## src/rtl/digital_clock_pkg.sv

```systemverilog
// Shared constants and types for the digital_clock time-of-day counter.
// The 12-hour helper is only used when DIGITAL_CLOCK_12H_EN is defined.
package digital_clock_pkg;

  localparam int unsigned TIME_W   = 6;
  localparam int unsigned SEC_MOD  = 60;
  localparam int unsigned MIN_MOD  = 60;
  localparam int unsigned HOUR_MOD = 24;

  typedef logic [TIME_W-1:0] time_field_t;

  // Map an internal 0..23 hour onto the 1..12 dial.
  function automatic time_field_t to_12h(input time_field_t hour24);
    if (hour24 == '0) begin
      return time_field_t'(12);
    end else if (hour24 > time_field_t'(12)) begin
      return hour24 - time_field_t'(12);
    end else begin
      return hour24;
    end
  endfunction

endpackage

```

## src/rtl/clock_mod_counter.sv

```systemverilog
// Modulo-MOD up/down counter with synchronous active-low clear.
// wrap flags an increment that rolls MOD-1 over to 0 (the carry out).
module clock_mod_counter
  import digital_clock_pkg::*;
#(
  parameter int unsigned MOD = 60
) (
  input  logic              clk,
  input  logic              clear_n,
  input  logic              inc,
  input  logic              dec,
  output logic [TIME_W-1:0] count,
  output logic              wrap
);

  localparam time_field_t MaxVal = time_field_t'(MOD - 1);

  time_field_t count_q, count_d;

  // Simultaneous inc and dec cancel out.
  always_comb begin
    count_d = count_q;
    wrap    = 1'b0;
    if (inc && !dec) begin
      if (count_q == MaxVal) begin
        count_d = '0;
        wrap    = 1'b1;
      end else begin
        count_d = count_q + time_field_t'(1);
      end
    end else if (dec && !inc) begin
      if (count_q == '0) begin
        count_d = MaxVal;
      end else begin
        count_d = count_q - time_field_t'(1);
      end
    end
  end

  always_ff @(posedge clk) begin
    if (!clear_n) begin
      count_q <= '0;
    end else begin
      count_q <= count_d;
    end
  end

  assign count = count_q;

endmodule

```

## src/rtl/digital_clock.sv

```systemverilog
// 24-hour hh:mm:ss counter on a 1 Hz clock with button setting while stopped.
// Optional DIGITAL_CLOCK_12H_EN adds a pm output and a 1..12 hours display.
module digital_clock
  import digital_clock_pkg::*;
(
  input  logic              Clk_1sec,
  input  logic              reset,
  input  logic              clock_enable,
  input  logic              min_inc,
  input  logic              min_dec,
  input  logic              hour_inc,
  input  logic              hour_dec,
  output logic [TIME_W-1:0] seconds,
  output logic [TIME_W-1:0] minutes,
`ifdef DIGITAL_CLOCK_12H_EN
  output logic [TIME_W-1:0] hours,
  output logic              pm
`else
  output logic [TIME_W-1:0] hours
`endif
);

  logic [3:0]  btn, btn_q, press;
  logic        sec_wrap, min_wrap, unused_hour_wrap;
  logic        min_up, min_down, hour_up, hour_down;
  time_field_t hour_cnt;

  assign btn = {hour_dec, hour_inc, min_dec, min_inc};

  // History tracks buttons in both modes so a button held across entry to
  // set mode must be released before it can act.
  always_ff @(posedge Clk_1sec) begin
    if (!reset) begin
      btn_q <= '0;
    end else begin
      btn_q <= btn;
    end
  end

  assign press = btn & ~btn_q;

  // Run mode chains carries; set mode uses presses only, with no carry.
  assign min_up    = clock_enable ? sec_wrap : press[0];
  assign min_down  = !clock_enable && press[1];
  assign hour_up   = clock_enable ? min_wrap : press[2];
  assign hour_down = !clock_enable && press[3];

  clock_mod_counter #(.MOD(SEC_MOD)) u_sec (
    .clk     (Clk_1sec),
    .clear_n (reset),
    .inc     (clock_enable),
    .dec     (1'b0),
    .count   (seconds),
    .wrap    (sec_wrap)
  );

  clock_mod_counter #(.MOD(MIN_MOD)) u_min (
    .clk     (Clk_1sec),
    .clear_n (reset),
    .inc     (min_up),
    .dec     (min_down),
    .count   (minutes),
    .wrap    (min_wrap)
  );

  clock_mod_counter #(.MOD(HOUR_MOD)) u_hour (
    .clk     (Clk_1sec),
    .clear_n (reset),
    .inc     (hour_up),
    .dec     (hour_down),
    .count   (hour_cnt),
    .wrap    (unused_hour_wrap)
  );

`ifdef DIGITAL_CLOCK_12H_EN
  assign hours = to_12h(hour_cnt);
  assign pm    = (hour_cnt >= time_field_t'(12));
`else
  assign hours = hour_cnt;
`endif

endmodule

```

## config.mk

```make
export PLATFORM = sky130hd
export DESIGN_NAME = digital_clock
export DESIGN_NICKNAME = d
export VERILOG_FILES = /design/src/rtl/digital_clock_pkg.sv /design/src/rtl/clock_mod_counter.sv /design/src/rtl/digital_clock.sv
export SDC_FILE = /design/constraint.sdc
export NUM_CORES = 1
export LEC_CHECK = 0
export ABC_AREA = 1
export CAP_MARGIN = 20
export CORE_UTILIZATION = 50
export CTS_CLUSTER_SIZE = 28
export DETAILED_ROUTE_END_ITERATION = 12
export PLACE_DENSITY = 0.84
export REMOVE_ABC_BUFFERS = 1
export SLEW_MARGIN = 20
export SYNTH_ARGS = -nofsm -noshare
export SYNTH_HDL_FRONTEND = slang
export SYNTH_HIERARCHICAL = 1
export SYNTH_SLANG_ARGS = --single-unit
```

## constraint.sdc

```tcl
create_clock -name Clk_1sec -period 2.3 [get_ports Clk_1sec]
set_input_delay 0.46 -clock Clk_1sec [delete_from_list [all_inputs] [get_ports Clk_1sec]]
set_output_delay 0.46 -clock Clk_1sec [all_outputs]
set_load 0.05 [all_outputs]
```

### Word-level counts from Yosys, hierarchy flattened

Cells that the tools add are included.

* flip-flop bits (word level): 22
* input bits: 7
* logic and storage cells: 43

* add/sub/neg operators: 5
* eq/ne operators: 3
* mux-type cells: 14
* bitwise logic cells: 2
* reduce and logical (&&, ||, !) cells: 15

Operators with widths (count)
* 6-bit two-way mux: 9
* 6-bit by 1-bit adder with 6-bit output, second input constant: 3
* 6-bit equality test, second input constant: 2
* 6-bit zero test: 2
* 6-bit by 1-bit subtractor with 6-bit output, second input constant: 2
* 6-bit by 5-bit equality test with 1-bit output, second input constant: 1
* 1-bit logical AND: 6
* 1-bit zero test: 5
* 1-bit two-way mux: 5
* 4-bit bitwise AND: 1
* 4-bit NOT: 1
* 2-bit nonzero test: 2

### Logic depth before layout (Yosys ltp)

* word-level depth: 11
* gate-level depth with buffers: 21

### Modules after synthesis

Netlist, hierarchy kept.

Modules (own cells, without submodules)
* clock_mod_counter (u_min ...): instances 2, cells each 89, area each 581.8 um^2
* clock_mod_counter (u_hour): instances 1, cells each 84, area each 540.5 um^2
* digital_clock: instances 1, cells each 25, area each 165.2 um^2

### Worst setup path before layout

No wires, ideal clock.

* path type: reg2reg
* start point: register u_sec.count_q[1], in the netlist u_sec/count[1]
* end point: register u_hour.count_q[5], in the netlist u_hour/count[5]
* setup time: 0.109 ns
* arrival time: 2.563 ns
* path slack: -0.372 ns
* cell stages (with the launch flop): 21
* path buffers: 0
* period minus slack after synthesis: 2.672 ns
* path through: dfxtp_1 -> ha_1 -> nand2_1 -> nor2_2 -> inv_1 -> nor2_1 -> nand2_1 -> nand2_1 -> ha_1 -> inv_2 -> nor2_1 -> nand2_1 -> nand2_1 -> ha_1 -> inv_2 -> nand2_2 -> inv_2 -> nand2_1 -> nand3_1 -> nand2_1 -> inv_1

* word-level cells in the longest chain between the ends: 9
* elaborated cells between the ends (all ways): 11

RTL lines
* start: declaration: line clock_mod_counter.sv:18 `time_field_t count_q, count_d;`
* start signal: assignment: line clock_mod_counter.sv:44 `count_q <= count_d;`
* 6-bit equality test (*): line clock_mod_counter.sv:25 `if (count_q == MaxVal) begin`
* 1-bit two-way mux (*): line clock_mod_counter.sv:25
* via sec_wrap: line digital_clock.sv:24 `logic sec_wrap, min_wrap, unused_hour_wrap;`
* 1-bit two-way mux (*): line digital_clock.sv:43 `assign min_up = clock_enable ? sec_wrap : press[0];`
* via min_up: line digital_clock.sv:25 `logic min_up, min_down, hour_up, hour_down;`
* 1-bit logical AND (*): line clock_mod_counter.sv:24 `if (inc && !dec) begin`
* 1-bit two-way mux (*): line clock_mod_counter.sv:24
* via min_wrap: line digital_clock.sv:24
* 1-bit two-way mux (*): line digital_clock.sv:45 `assign hour_up = clock_enable ? min_wrap : press[2];`
* via hour_up: line digital_clock.sv:25
* 1-bit zero test: line clock_mod_counter.sv:31 `end else if (dec && !inc) begin`
* 1-bit logical AND: line clock_mod_counter.sv:31
* 2-bit nonzero test (no source line)
* end signal: assignment: line clock_mod_counter.sv:44
* end: declaration: line clock_mod_counter.sv:18

The timed path passes the listed nets; every way through them passes the cells marked *.
A chain may end at the register's enable or synchronous reset.

### Worst setup path in the final report

* start point: register u_min.count_q[2], in the netlist u_min/count[2]
* end point: output port minutes[2]

RTL lines
* start: declaration: line clock_mod_counter.sv:18
* start signal: assignment: line clock_mod_counter.sv:44
* end: declaration: line digital_clock.sv:14 `output logic [TIME_W-1:0] minutes,`

No word-level cell between the ends.

==> Flow_metrics.wiki <==
{| class="wikitable"
! Metric !! Value
|-
| Result of the run || finished clean
|-
| Worst IR drop on VDD || between 0.3 and 0.4 mV
|-
| Clock-pin slew reported for the worst setup and hold paths after clock tree synthesis || ~0.080 ns
|-
| GR Util All Layers || 0.224
|-
| Terminating pin of the worst hold path || u_sec/count[2]$_SDFFE_PN0P_
|-
| Register-to-register setup slack || 0.21 ns
|-
| Share of total power in the clock network || 0.175
|-
| Die outline width || between 60 and 70 um
|-
| Maximum number of pins on one net before global-route repair || 16
|-
| Antenna cell count || 0
|-
| Root buffer cell || sky130_fd_sc_hd__clkbuf_8
|-
| P per Cell Area || between 600 and 700 nW/um^2
|-
| Setup repair after global routing missed its margin || false
|-
| Total Negative Setup Slacks || 0 ns
|-
| Count of nets after finishing || between 300 and 400
|-
| Number of buffers created by CTS || 3
|-
| Post-CTS Hold Fix Bufs || 0
|-
| DP Worst Slack || -0.295 ns
|-
| Min-Delay Startpoint || u_sec/count[2]$_SDFFE_PN0P_
|-
| Final total power || between 1500 and 2000 uW
|-
| Startpoint-to-endpoint class of the critical path || flip-flop to output pin
|-
| Number of antenna violations at the first check in global routing || 0
|-
| ANT nets after route || 0
|-
| Post-route non-filler standard cell count || approximately 370
|-
| Worst reg2reg path startpoint || u_sec/count[0]$_SDFFE_PN0P_
|-
| FP Rows || 21
|-
| Count of cells along the worst hold path || 4
|-
| Detail Placement HPWL || around 3200 um
|-
| Element type at the critical path end || output pin
|-
| Sw frac || 0.434
|-
| Netlist area before placement || between 1500 and 2000 um^2
|-
| Final critical-path required period || around 2.2 ns
|-
| Critical path fanouts, max || 8
|-
| RR Endpoint || u_hour/count[3]$_SDFFE_PN0P_
|-
| Hold Fails Final Rpt || 0
|-
| Number of placed instances, taps included || between 300 and 400
|-
| CP top delay family || buffers and inverters
|-
| Achievable clock frequency || roughly 0.45 GHz
|-
| Internal power component || 881 uW
|-
| Avg Synthesized Cell Area || between 6 and 7 um^2
|-
| Crit share post-route || 0.957
|-
| Power dissipated by switching net loads || a little under 700 uW
|-
| CTS tree || yes
|-
| Data arrival, critical path || between 1.5 and 2 ns
|-
| Slew headroom || 0.665
|-
| Number of post-CTS setup repair buffers || 0
|-
| Number of endpoints failing setup at the final stage || 0
|-
| Post-route DRC || 0
|-
| Count of boundary I/O pins || 25
|-
| Count of synthesis-stage warnings from yosys || 6
|-
| Slack of the critical path || a little under 0.1 ns
|-
| Number of buffers and inverters on the critical path || 1
|-
| Via total after detailed routing || around 1.9k
|-
| Share of total power in sequential cells || 0.311
|-
| Count of final max-slew check failures || 0
|-
| Routed length per placed instance || about 11 um
|-
| Via-to-Cell Ratio || 5.01
|-
| Count of buffers inserted at the top-level ports || 24
|-
| Drt first pass iters || 4
|-
| Min-Delay Path Class || flip-flop to flip-flop
|-
| Data required time of the worst path || ~1.8 ns
|-
| Clock Latency Late Sink || 0.26 ns
|-
| Static Leak || approximately 0.0011 uW
|-
| Slowest-stage cell, CP || sky130_fd_sc_hd__clkdlybuf4s50_1
|-
| Initial detailed-routing violation count || approximately 140
|-
| Routed wire length || between 4000 and 5000 um
|-
| Number of global-route vias before repair || 1700
|-
| Utilization after layout || 0.674
|-
| Fin Clk Skew || 0.000988 ns
|-
| Worst Reg-to-Reg Cells || 19
|-
| Highest cell delay on the worst timing path || about 0.89 ns
|-
| Chain of cells forming the critical path || clkdlybuf4s50_1
|-
| Starting Density || 0.542
|-
| Standard cell core area || about 3400 um^2
|-
| Wire length of the first global-routing pass || around 7300 um
|-
| Placer congestion estimate || approximately 1.0
|-
| # clock sinks || 22
|-
| Type of origin of the critical path || flip-flop
|-
| Maximum level of the CTS H-tree || 1
|-
| Number of maximum-capacitance violations || 0
|-
| Comb power frac || 0.514
|-
| Remaining Overflow, GRT || 0
|-
| Overall die area || around 4000 um^2
|-
| Floorplan die height || approximately 63 um
|-
| Worst-margin pin slew || about 0.5 ns
|-
| Instance count of the mapped netlist || roughly 290
|-
| Buffer levels on the longest clock path || 2
|-
| Area growth syn-to-layout || 24.3%
|-
| Share of post-route cells with drive strength above 1 || 0.188
|}
==> state kept, by name (all words and copies together) (netlist names) <==
register      flops
u_hour/count      6
u_min/count       6
u_sec/count       6
btn_q             4
==> worst max path at each step <==
stage | end | from | slack, ns | depth (start not counted)
after floorplan | u_hour/count[5]$_SDFFE_PN0P_ | u_sec/count[1]$_SDFFE_PN0P_ | -0.37 | 20
after global placement | u_hour/count[2]$_SDFFE_PN0P_ | clock_enable | -0.25 | 15
after detailed placement | u_hour/count[2]$_SDFFE_PN0P_ | clock_enable | -0.29 | 15
after CTS | u_hour/count[3]$_SDFFE_PN0P_ | clock_enable | 0.02 | 18
after global routing | u_hour/count[3]$_SDFFE_PN0P_ | u_sec/count[0]$_SDFFE_PN0P_ | 0.01 | 19
final | minutes[2] | u_min/count[2]$_SDFFE_PN0P_ | 0.1 | 1
==> layer usage <==
| layer | global-route usage | vias to the layer above | part of all wire |
|---|---|---|---|
| met5 | 0 | - | 0 |
| met4 | 0.0727 | 0 | 0.0052 |
| met3 | 0.0181 | 2 | 0.052 |
| met2 | 0.390 | 68 | 0.48 |
| met1 | 0.290 | 817 | 0.46 |
| li1 | - | 971 | - |
==> through the flow <==
step	hold slack, ns	instance area, um^2
detailed placement	0.574	2230
finish	0.589	2320
floorplan	0.553	1810
CTS	0.589	2300
global route	0.628	2320
global placement	0.569	2230
==> power by group through the flow <==
stage | Sequential, uW | Combinational, uW | Clock, uW
2_1_floorplan | 653 | 394 | 0
3_3_place_gp | 488 | 766 | 0
3_5_place_dp | 489 | 780 | 0
4_1_cts | 480 | 791 | 279
5_1_grt | 492 | 874 | 295
6_report | 484 | 800 | 272
==> worst register-to-register path, cell delays in order, from the launching register on <==
cell and delay, ns:
sky130_fd_sc_hd__dfxtp_2 0.36, sky130_fd_sc_hd__ha_4 0.15, sky130_fd_sc_hd__nand2_1 0.06, sky130_fd_sc_hd__nor2_2 0.11
sky130_fd_sc_hd__inv_1 0.08, sky130_fd_sc_hd__nor2_1 0.08, sky130_fd_sc_hd__nand2_1 0.05, sky130_fd_sc_hd__nand2_1 0.06
sky130_fd_sc_hd__ha_2 0.18, sky130_fd_sc_hd__inv_2 0.04, sky130_fd_sc_hd__nor2_1 0.12, sky130_fd_sc_hd__nand2_1 0.08
sky130_fd_sc_hd__nand2_2 0.09, sky130_fd_sc_hd__ha_4 0.15, sky130_fd_sc_hd__inv_2 0.07, sky130_fd_sc_hd__nor2_2 0.13
sky130_fd_sc_hd__nand2_1 0.06, sky130_fd_sc_hd__nand3_1 0.08, sky130_fd_sc_hd__nand2_1 0.05, sky130_fd_sc_hd__inv_1 0.04
==> repair_timing <==
item | in CTS | in global routing
gates resized for setup | 3 | 7
gates cloned | 0 | 0
pin swaps | 0 | 1
endpoints found under the hold margin | 0 | 0
endpoints found under the setup margin | 5 | 6
==> final cells by class <==
type	count	area, um^2
fill	285	1120
timing repair buffer	40	363
tap	46	57.6
inverter	53	204
multi-input combinational	206	1200
sequential	22	443
clock buffer	4	55.1
==> cells in the final DEF (no fill, tap or decap), types with 2 or more instances in the layout <==
cell type / n
sky130_fd_sc_hd__a21oi_1: 16
sky130_fd_sc_hd__buf_4: 16
sky130_fd_sc_hd__clkbuf_8: 4
sky130_fd_sc_hd__clkdlybuf4s50_1: 23
sky130_fd_sc_hd__dfxtp_1: 20
sky130_fd_sc_hd__dfxtp_2: 2
sky130_fd_sc_hd__ha_1: 8
sky130_fd_sc_hd__ha_2: 2
sky130_fd_sc_hd__ha_4: 2
sky130_fd_sc_hd__inv_1: 44
sky130_fd_sc_hd__inv_2: 7
sky130_fd_sc_hd__inv_4: 2
sky130_fd_sc_hd__nand2_1: 61
sky130_fd_sc_hd__nand2_2: 2
sky130_fd_sc_hd__nand3_1: 33
sky130_fd_sc_hd__nand3_2: 2
sky130_fd_sc_hd__nand3_4: 2
sky130_fd_sc_hd__nand4_1: 4
sky130_fd_sc_hd__nor2_1: 19
sky130_fd_sc_hd__nor2_2: 16
sky130_fd_sc_hd__nor2_4: 4
sky130_fd_sc_hd__o21ai_0: 10
sky130_fd_sc_hd__o21ai_1: 7
sky130_fd_sc_hd__xnor2_1: 3
sky130_fd_sc_hd__xor2_1: 12
Note: power is estimated with default switching activity, not from simulation.
